===== src/rtl/proc_pkg.sv =====
// Shared definitions for the multi-cycle RISC sequencer.
// Holds the sequencer state encoding, instruction class and control subcode
// codes, the program counter width and the registered enable bundle.
// Optional feature macro: SEQ_SINGLE_STEP_EN (adds the PAUSE state).
package proc_pkg;

    localparam int unsigned PC_W  = 6;
    localparam int unsigned IR_W  = 16;
    localparam int unsigned CNT_W = 3;

    typedef enum logic [2:0] {
        ST_IDLE      = 3'd0,
        ST_FETCH     = 3'd1,
        ST_DECODE    = 3'd2,
        ST_EXECUTE   = 3'd3,
        ST_MEM       = 3'd4,
        ST_WRITEBACK = 3'd5,
`ifdef SEQ_SINGLE_STEP_EN
        ST_HALT      = 3'd6,
        ST_PAUSE     = 3'd7
`else
        ST_HALT      = 3'd6
`endif
    } state_t;

    // Instruction class, ir[15:14]
    typedef enum logic [1:0] {
        CLS_ALU   = 2'b00,
        CLS_LOAD  = 2'b01,
        CLS_STORE = 2'b10,
        CLS_CTRL  = 2'b11
    } cls_t;

    // Control subcode, ir[13:12]
    typedef enum logic [1:0] {
        CTL_JMP  = 2'b00,
        CTL_BR   = 2'b01,
        CTL_HALT = 2'b10,
        CTL_NOP  = 2'b11
    } ctl_t;

    // Datapath enables, all driven from flops
    typedef struct packed {
        logic im_read_en;
        logic ir_load;
        logic dm_read_en;
        logic dm_write_en;
        logic reg_write_en;
        logic wb_sel;
        logic halted;
    } seq_out_t;

endpackage


===== src/rtl/mem_wait_counter.sv =====
// Loadable down-counter that times the MEM state.
// Ports:
//   clk   - clock, rising edge
//   reset - asynchronous active-high reset
//   start - loads MEM_WAIT; pulse on the edge that enters MEM
//   done  - high during the last MEM cycle
module mem_wait_counter
    import proc_pkg::*;
#(
    parameter int unsigned MEM_WAIT = 1
) (
    input  logic clk,
    input  logic reset,
    input  logic start,
    output logic done
);

    logic [CNT_W-1:0] count;

    // done is registered: it rises on the edge where count reaches zero
    always_ff @(posedge clk or posedge reset) begin
        if (reset) begin
            count <= '0;
            done  <= 1'b0;
        end else if (start) begin
            count <= CNT_W'(MEM_WAIT);
            done  <= (MEM_WAIT == 0);
        end else if (count != '0) begin
            count <= count - CNT_W'(1);
            done  <= (count == CNT_W'(1));
        end
    end

endmodule


===== src/rtl/instr_sequencer.sv =====
// Multi-cycle control sequencer: FETCH, DECODE, EXECUTE, MEM, WRITEBACK.
// Owns the program counter and every datapath enable.
// Ports:
//   clk, reset       - clock and asynchronous active-high reset
//   run              - start request, sampled only in IDLE
//   ir               - instruction register contents
//   bool_alu         - branch condition, sampled on the edge ending EXECUTE
//   step             - single-step advance (SEQ_SINGLE_STEP_EN only)
//   pc               - program counter / instruction-memory address
//   im_read_en, ir_load, dm_read_en, dm_write_en, reg_write_en - enables
//   wb_sel           - write-back source, 1 = data memory, 0 = ALU
//   halted           - high in HALT
// Optional feature macro: SEQ_SINGLE_STEP_EN (step port and PAUSE state).
module instr_sequencer #(
    parameter int unsigned MEM_WAIT = 1,
    parameter int unsigned PC_W     = proc_pkg::PC_W
) (
    input  logic                      clk,
    input  logic                      reset,
    input  logic                      run,
    input  logic [proc_pkg::IR_W-1:0] ir,
    input  logic                      bool_alu,
`ifdef SEQ_SINGLE_STEP_EN
    input  logic                      step,
`endif
    output logic [PC_W-1:0]           pc,
    output logic                      im_read_en,
    output logic                      ir_load,
    output logic                      dm_read_en,
    output logic                      dm_write_en,
    output logic                      reg_write_en,
    output logic                      wb_sel,
    output logic                      halted
);
    import proc_pkg::*;

    // Where a finished instruction goes next
`ifdef SEQ_SINGLE_STEP_EN
    localparam state_t ST_NEXT = ST_PAUSE;
`else
    localparam state_t ST_NEXT = ST_FETCH;
`endif

    state_t          state_q, state_d;
    cls_t            cls_q;
    logic [PC_W-1:0] pc_q, pc_d;
    logic [PC_W-1:0] pc_inc, pc_tgt;
    logic            cnt_start, cnt_done;
    seq_out_t        out_d, out_q;
    logic            unused_ir_bits;

    assign pc_inc         = pc_q + PC_W'(1);
    assign pc_tgt         = PC_W'(ir[5:0]);
    assign unused_ir_bits = ^ir[11:6];

    mem_wait_counter #(
        .MEM_WAIT (MEM_WAIT)
    ) u_wait (
        .clk   (clk),
        .reset (reset),
        .start (cnt_start),
        .done  (cnt_done)
    );

    // State register, latched class and program counter
    always_ff @(posedge clk or posedge reset) begin
        if (reset) begin
            state_q <= ST_IDLE;
            cls_q   <= CLS_ALU;
            pc_q    <= '0;
        end else begin
            state_q <= state_d;
            pc_q    <= pc_d;
            if (state_q == ST_DECODE) begin
                cls_q <= cls_t'(ir[15:14]);
            end
        end
    end

    // Next state and next pc; pc only moves on leaving EXECUTE
    always_comb begin
        state_d   = state_q;
        pc_d      = pc_q;
        cnt_start = 1'b0;
        case (state_q)
            ST_IDLE:      if (run) state_d = ST_FETCH;
            ST_FETCH:     state_d = ST_DECODE;
            ST_DECODE:    state_d = ST_EXECUTE;
            ST_EXECUTE: begin
                case (cls_q)
                    CLS_ALU: begin
                        state_d = ST_WRITEBACK;
                        pc_d    = pc_inc;
                    end
                    CLS_LOAD, CLS_STORE: begin
                        state_d   = ST_MEM;
                        pc_d      = pc_inc;
                        cnt_start = 1'b1;
                    end
                    default: begin
                        state_d = ST_NEXT;
                        case (ctl_t'(ir[13:12]))
                            CTL_JMP:  pc_d = pc_tgt;
                            CTL_BR:   pc_d = bool_alu ? pc_tgt : pc_inc;
                            CTL_HALT: state_d = ST_HALT;
                            default:  pc_d = pc_inc;
                        endcase
                    end
                endcase
            end
            ST_MEM: begin
                if (cnt_done) begin
                    state_d = (cls_q == CLS_LOAD) ? ST_WRITEBACK : ST_NEXT;
                end
            end
            ST_WRITEBACK: state_d = ST_NEXT;
            ST_HALT:      state_d = ST_HALT;
`ifdef SEQ_SINGLE_STEP_EN
            ST_PAUSE:     if (step) state_d = ST_FETCH;
`endif
            default:      state_d = ST_IDLE;
        endcase
    end

    // Enables for the state being entered; cls_q is already stable whenever
    // a class-dependent state is entered, so the flops equal a Moore decode
    always_comb begin
        out_d = '0;
        case (state_d)
            ST_FETCH: begin
                out_d.im_read_en = 1'b1;
                out_d.ir_load    = 1'b1;
            end
            ST_MEM: begin
                out_d.dm_read_en  = (cls_q == CLS_LOAD);
                out_d.dm_write_en = (cls_q == CLS_STORE);
            end
            ST_WRITEBACK: begin
                out_d.reg_write_en = 1'b1;
                out_d.wb_sel       = (cls_q == CLS_LOAD);
            end
            ST_HALT:  out_d.halted = 1'b1;
            default:  out_d = '0;
        endcase
    end

    // Glitch-free enable flops, cleared asynchronously with the state
    always_ff @(posedge clk or posedge reset) begin
        if (reset) begin
            out_q <= '0;
        end else begin
            out_q <= out_d;
        end
    end

    assign pc           = pc_q;
    assign im_read_en   = out_q.im_read_en;
    assign ir_load      = out_q.ir_load;
    assign dm_read_en   = out_q.dm_read_en;
    assign dm_write_en  = out_q.dm_write_en;
    assign reg_write_en = out_q.reg_write_en;
    assign wb_sel       = out_q.wb_sel;
    assign halted       = out_q.halted;

endmodule


===== config.mk =====
export PLATFORM = sky130hd
export DESIGN_NAME = instr_sequencer
export DESIGN_NICKNAME = d
export VERILOG_FILES = /design/src/rtl/proc_pkg.sv /design/src/rtl/mem_wait_counter.sv /design/src/rtl/instr_sequencer.sv
export SDC_FILE = /design/constraint.sdc
export NUM_CORES = 1
export LEC_CHECK = 0
export ABC_CLOCK_PERIOD_IN_PS = 1400
export CORE_MARGIN = 3
export CORE_UTILIZATION = 42
export CTS_CLUSTER_SIZE = 25
export DETAILED_ROUTE_END_ITERATION = 6
export PLACE_DENSITY = 0.74
export SYNTH_ARGS = -nofsm -noshare
export SYNTH_HDL_FRONTEND = slang
export SYNTH_SLANG_ARGS = --single-unit

===== constraint.sdc =====
create_clock -name clk -period 1.4 [get_ports clk]
set_input_delay 0.28 -clock clk [delete_from_list [all_inputs] [get_ports clk]]
set_output_delay 0.28 -clock clk [all_outputs]
set_load 0.05 [all_outputs]

==> results of run 1 <==
through the flow:
step	total power (W)	TNS, ns	utilization [%]	cells
4_1_cts	0.00392	0	66.5	191
3_5_place_dp	0.00358	-2.25	64.7	186
2_1_floorplan	0.00258	0	-	124
6_report	0.00432	-0.0364	71.3	192
5_1_grt	0.00455	-0.432	71.3	192
3_3_place_gp	0.00346	-1.86	64.7	186
Yosys cell counts (all sizes together) (2+ instances only):
master	number
a211oi	3
a21oi	8
and2	4
and3	2
buf	5
dfrtp	21
ha	8
inv	11
mux2i	4
nand2	9
nand2b	5
nand3	2
nand3b	3
nor2	11
nor3	3
o21ai	9
o2bb2ai	2
repair_timing:
item                       4_1_cts  5_1_grt
pin swaps                        2       11
gates resized for setup          5       29
hold buffers                     0        0
setup endpoints to repair       10       15
buffers inserted                 1        1
sequential cells by signal (all words and copies together), names as in the netlist:
name and flops:
dm_write_en 1, halted 1, dm_read_en 1, wb_sel 1, u_wait.done 1, pc 6
u_wait.count 3, state_q 3, reg_write_en 1, cls_q 2, im_read_en 1
power by group through the flow:
stage	registers, W	clock network [W]	logic (W)
3_5_place_dp	0.00116	0	0.00242
6_report	0.00119	0.000300	0.00282
2_1_floorplan	0.00148	0	0.00110
5_1_grt	0.00122	0.000331	0.00299
3_3_place_gp	0.00114	0	0.00232
4_1_cts	0.00115	0.000302	0.00246
metal layers:
| metal | wire [µm] | global-route usage (%) | share of wire, % | up-vias |
|---|---|---|---|---|
| met1 | 1270 | 21.4 | 39 | 536 |
| li1 | - | - | - | 499 |
| met4 | 138 | 8.41 | 4.2 | 0 |
| met5 | 0 | 0 | 0 | - |
| met2 | 1700 | 27.9 | 52 | 50 |
| met3 | 185 | 2.18 | 5.6 | 14 |
logic make-up after synthesis:
family / count (synthesis)
flops: 21
compound gates: 31
buf+inv: 16
xor+xnor: 1
simple gates: 42
mux: 5
fa+ha+maj: 8
final timing paths:
kind,slack (ns),cells past startpoint,endpoint
max,-0.03,5,reg_write_en$_DFF_PP0_
min,0.28,3,pc[0]$_DFFE_PP0P_
max reg2reg,-0.03,5,reg_write_en$_DFF_PP0_
min reg2reg,0.51,1,u_wait.done$_DFFE_PP0P_
max in group asynchronous,0.89,3,state_q[0]$_DFF_PP0_
min in group clk,0.51,1,u_wait.done$_DFFE_PP0P_
final cells by class:
type	instances	area share (%)
clock inverters	1	0.271
repair buffers	39	26.8
multi-input cells	87	38.6
well taps	30	2.03
inverters	11	2.37
flip-flops and latches	21	28.7
clock buffers	3	1.22
critical path: cells and delay by family (launching register included):
family / cells / cell delay, ns
flops: 1 / 0.46
buf+inv: 2 / 0.19
compound gates: 2 / 0.55
simple gates: 1 / 0.13
==> metrics.txt, run 1 <==
fill cell count=178; Sw Ratio=45.9%; clock group share of total power=7.0%; Routed Antenna Nets=0; Bufs on Longest Clock Path=2; Reg area=531 µm²; Max Freq=0.697 GHz; logic gate share of total power=65.4%; worst-path maximum fanout=6; Hold Path Class=input port to async pin; share of cells above drive strength 1=37.7%; pre-CTS setup slack=-0.225 ns; gr ovfl total=0; DR vias=1,099; sequential power share=27.7%; Yosys top cell area share=43.8%; DRT Pass-1 Iters=6; crit path max-delay cell type=dfrtp_2; largest family of logic cells by synthesized area=simple AND/OR/NAND/NOR gates; post-layout net count=191; antenna violations before repair=0; Clk Tree Root Cell=clkbuf_4; Area after DPL=0.00168 mm²; Worst Setup SP=state_q[0]$_DFF_PP0_; Setup CP Type=register to register; time the worst path needs with I/O delays and setup=1.43 ns; synthesized area per cell=9.68 µm²; crit start category=register; Synth Area in Adders=8.34%; final worst setup slack=-0.0348 ns; core area=0.00259 mm²; Slew HR=72.4%; status=finished with violations; Design Area, Final=0.00185 mm²; CP arrival=1.65 ns; number of global-route vias before repair=1,083; synthesized netlist cell count=124; total global-route track usage=16.8%; Ys Warns=0; Initial Util=46.3%; 1st-iter DRT viols=26; most common cell after layout, fill and taps aside=dfrtp_1; max cap viols=0; Die Span X=59.5 µm; syn nets=152; DIE HEIGHT=59.5 µm; synth unique cells=38; clock skew=0.0114 ns; CTS buffer count=3; CP cell instances=buf_6 -> o211ai_1 -> o221a_4 -> inv_2 -> and2_1; xor/xnor cell area share of the yosys netlist=0.730%; Clock transition at path regs=0.12 ns; Pwr per Cell Area=2340 mW/mm²; DR vias/cell=5.72; io pins=33; crit-path max cell delay=0.46 ns; CTS tree=done; Net Switching=0.00198 W; Crit path required time=1.61 ns; routed wire length=3290 µm; Internal=0.00233 W; Max Transition Viols Final=0; kind of end point of the critical path=register; first-pass GRT wire length=4560 µm; cell taking the most area after synthesis=dfrtp_1; Worst-Skew Late Latency=0.32 ns; Synth Area in Compound Gates=17.1%; Seq/Total Area, Yosys=43.8%; Peak VDD IR=1.71 mV; top cells by area, synth=dfrtp_1 44%, ha_1 8.3%, nor2_1 3.4%; FF-to-FF Start=state_q[0]$_DFF_PP0_; Post-synth EDFFs=0; number of clock sinks seen by CTS=21; ys async rst share=100%; post-synthesis register bit count=21; ys flop type=dfrtp_1; leading cell types in the layout, fill and taps excluded=17 x dfrtp_1, 13 x clkdlybuf4s50_1, 13 x buf_12, 11 x buf_4, 10 x nor2_1; FP Rows=18; Area Overhead vs Synth=53.9%; Port-buffer cells=26; endpoints failing hold=0; violated checks=negative setup slack; Min Hold Slack=0.277 ns; Mapped Area=0.00120 mm²; drt wl/cell=17.1 µm; antenna cells=0; multi-input logic area=712 µm²; Leak=0.812 nW; RePlAce Congestion=0.856; Post-DP HPWL=2130 µm; Synth Area in Simple Gates=19.1%; largest net degree at the start of global routing=22; die area=0.00353 mm²; mux cell area share after synthesis=4.28%; htree depth=1; final setup vio count=2; final routed DRC violation total=0; RSZ-0062 raised after global routing=yes; Final Cycle Share=102%; Worst Tran Pin Value=0.411 ns
Note: power is estimated with default switching activity, not from simulation.
==> inputs of run 2 (changes only) <==
- CTS_CLUSTER_SIZE: 25 -> 14
==> results of run 2 <==
The final DEF is identical to that of run 1; final timing and power are the same.
==> inputs of run 3 (changes only) <==
- SKIP_LAST_GASP: not set -> 1
==> metrics.txt, run 3 (synthesis results as in run 1) <==
final setup vio count=2 (unchanged); post-layout net count=191 (unchanged); RePlAce Congestion=0.856 (unchanged); core area=0.00259 mm² (unchanged); Pwr per Cell Area=2340 mW/mm² (about the same); clock skew=0.0105 ns (was 0.0114 ns); Layout Cells excl Fill=192 (unchanged); hold_buf cts=0 (unchanged); die area=0.00353 mm² (unchanged); Crit path required time=1.61 ns (about the same); Setup CP Type=register to register (unchanged); CTS buffer count=3 (unchanged); Sw Ratio=45.9% (about the same); status=finished with violations (unchanged); Worst-Skew Late Latency=0.32 ns (about the same); Max Transition Viols Final=0 (unchanged); Max Freq=0.689 GHz (was 0.697 GHz); DP Cell Count=186 (unchanged); number of clock sinks seen by CTS=21 (unchanged); setup TNS=-0.0519 ns (was -0.0364 ns); time the worst path needs with I/O delays and setup=1.45 ns (was 1.43 ns); Die Span X=59.5 µm (unchanged); worst reg2reg endpoint=reg_write_en$_DFF_PP0_ (unchanged); Clk Tree Root Cell=clkbuf_4 (unchanged); first-pass GRT wire length=4560 µm (unchanged); htree depth=1 (unchanged); DRT Pass-1 Iters=4 (was 6); antenna violations before repair=0 (unchanged); RSZ-0062 raised after global routing=yes (unchanged); Port-buffer cells=26 (unchanged); DIE HEIGHT=59.5 µm (unchanged); Area Overhead vs Synth=53.0% (was 53.9%); Slew HR=73.8% (was 72.4%); logic gate share of total power=65.2% (was 65.4%); Worst Tran Pin Value=0.390 ns (was 0.411 ns); kind of end point of the critical path=register (unchanged); Internal=0.00232 W (was 0.00233 W); violated checks=negative setup slack (unchanged); Peak VDD IR=1.70 mV (was 1.71 mV); Clock transition at path regs=0.12 ns (about the same); sequential power share=27.7% (about the same); 1st-iter DRT viols=43 (was 26); Post-DP HPWL=2130 µm (unchanged); Net Switching=0.00197 W (was 0.00198 W); leading cell types in the layout, fill and taps excluded=17 x dfrtp_1, 13 x clkdlybuf4s50_1, 13 x buf_12, 13 x buf_4, 10 x nor2_1 (was 17 x dfrtp_1, 13 x clkdlybuf4s50_1, 13 x buf_12, 11 x buf_4, 10 x nor2_1); Worst Reg-to-Reg Cells=5 (unchanged); Final Cycle Share=104% (was 102%); share of cells above drive strength 1=37.0% (was 37.7%); fill cell count=184 (was 178); final worst setup slack=-0.0508 ns (was -0.0348 ns); Bufs on Longest Clock Path=2 (unchanged); Routed Antenna Nets=0 (unchanged); DR vias=1,088 (was 1,099); Leak=0.810 nW (was 0.812 nW); FP Rows=18 (unchanged); drt wl/cell=17.0 µm (was 17.1 µm); Initial Util=46.3% (unchanged); worst-path maximum fanout=6 (unchanged); endpoints failing hold=0 (unchanged); CTS tree=done (unchanged); Hold Path Class=input port to async pin (unchanged); crit start category=register (unchanged); FF-to-FF Start=state_q[0]$_DFF_PP0_ (unchanged); max reg flops=6 (unchanged); register-to-register setup slack=-0.05 ns (was -0.03 ns); DR vias/cell=5.67 (was 5.72); clock group share of total power=7.0% (about the same); final routed DRC violation total=0 (unchanged); routed wire length=3270 µm (was 3290 µm); io pins=33 (unchanged); largest net degree at the start of global routing=22 (unchanged); gr ovfl total=0 (unchanged); total global-route track usage=16.8% (unchanged); CP arrival=1.67 ns (was 1.65 ns); max cap viols=0 (unchanged); number of global-route vias before repair=1,083 (unchanged); antenna cells=0 (unchanged); most common cell after layout, fill and taps aside=dfrtp_1 (unchanged)
[run 3: cell count changes in the layout (fill, tap and decap cells not counted)]
cell	before	now
buf_4	11	13
buf_6	2	0
o21ai_1	2	3
o21ai_2	2	1
[run 3: how the worst max path moves through the flow]
stage                        endpoint  slack (ns)  cells after the start                  from
6_report       reg_write_en$_DFF_PP0_       -0.05                      5  state_q[0]$_DFF_PP0_
4_1_cts         dm_write_en$_DFF_PP0_       0.004                      5  cls_q[1]$_DFFE_PP0P_
5_1_grt             pc[3]$_DFFE_PP0P_       -0.08                      6  cls_q[1]$_DFFE_PP0P_
2_1_floorplan   dm_write_en$_DFF_PP0_       0.003                      5  cls_q[0]$_DFFE_PP0P_
3_5_place_dp        pc[5]$_DFFE_PP0P_       -0.22                      5                ir[13]
3_3_place_gp        pc[5]$_DFFE_PP0P_       -0.20                      5                ir[13]
[run 3: timing repair]
item | in CTS | in global routing
endpoints found under the setup margin | 10 | 15
resized for setup | 5 | 26
setup buffers | 1 | 1
pin swaps | 2 | 11
[run 3: power groups by stage]
stage / registers, W / clock network [W] / logic (W)
final: 0.00119 / 0.000302 / 0.00280
after global routing: 0.00122 / 0.000331 / 0.00297
after CTS: 0.00115 / 0.000302 / 0.00246
after detailed placement: 0.00116 / 0 / 0.00242
after global placement: 0.00114 / 0 / 0.00232
after floorplan: 0.00148 / 0 / 0.00110
[run 3: metal layers]
layer	part of all wire (%)	wire, µm	GRT usage, %
met5	0	0	0
met3	5.5	181	2.18
met1	39	1290	21.4
met2	51	1680	27.9
met4	3.8	124	8.41
[run 3: final cells by class]
class / instances / area [µm²] / share of cell area (%)
clock inverters: 1 / 5.00 / 0.273
multi-input cells: 87 / 708 / 38.6
repair buffers: 39 / 488 / 26.6
flip-flops and latches: 21 / 531 / 28.9
inverters: 11 / 43.8 / 2.39
well taps: 30 / 37.5 / 2.04
clock buffers: 3 / 22.5 / 1.23
[run 3: through the flow]
| step | hold slack (ns) | worst slack (ns) | util, % | power (W) | area [µm²] |
|---|---|---|---|---|---|
| detailed placement | 0.482 | -0.225 | 64.7 | 0.00358 | 1680 |
| global route | 0.322 | -0.0835 | 70.9 | 0.00453 | 1840 |
| CTS | 0.295 | 0.00364 | 66.5 | 0.00392 | 1720 |
| finish | 0.276 | -0.0508 | 70.9 | 0.00429 | 1840 |
| floorplan | 0.256 | 0.00272 | - | 0.00258 | 1200 |
| global placement | 0.462 | -0.202 | 64.7 | 0.00346 | 1680 |
[run 3: worst max-delay path: stages (launching register included)]
cell,delay [ns]
dfrtp_2,0.45
buf_4,0.17
o211ai_1,0.28
o221a_4,0.27
inv_2,0.05
and2_1,0.13
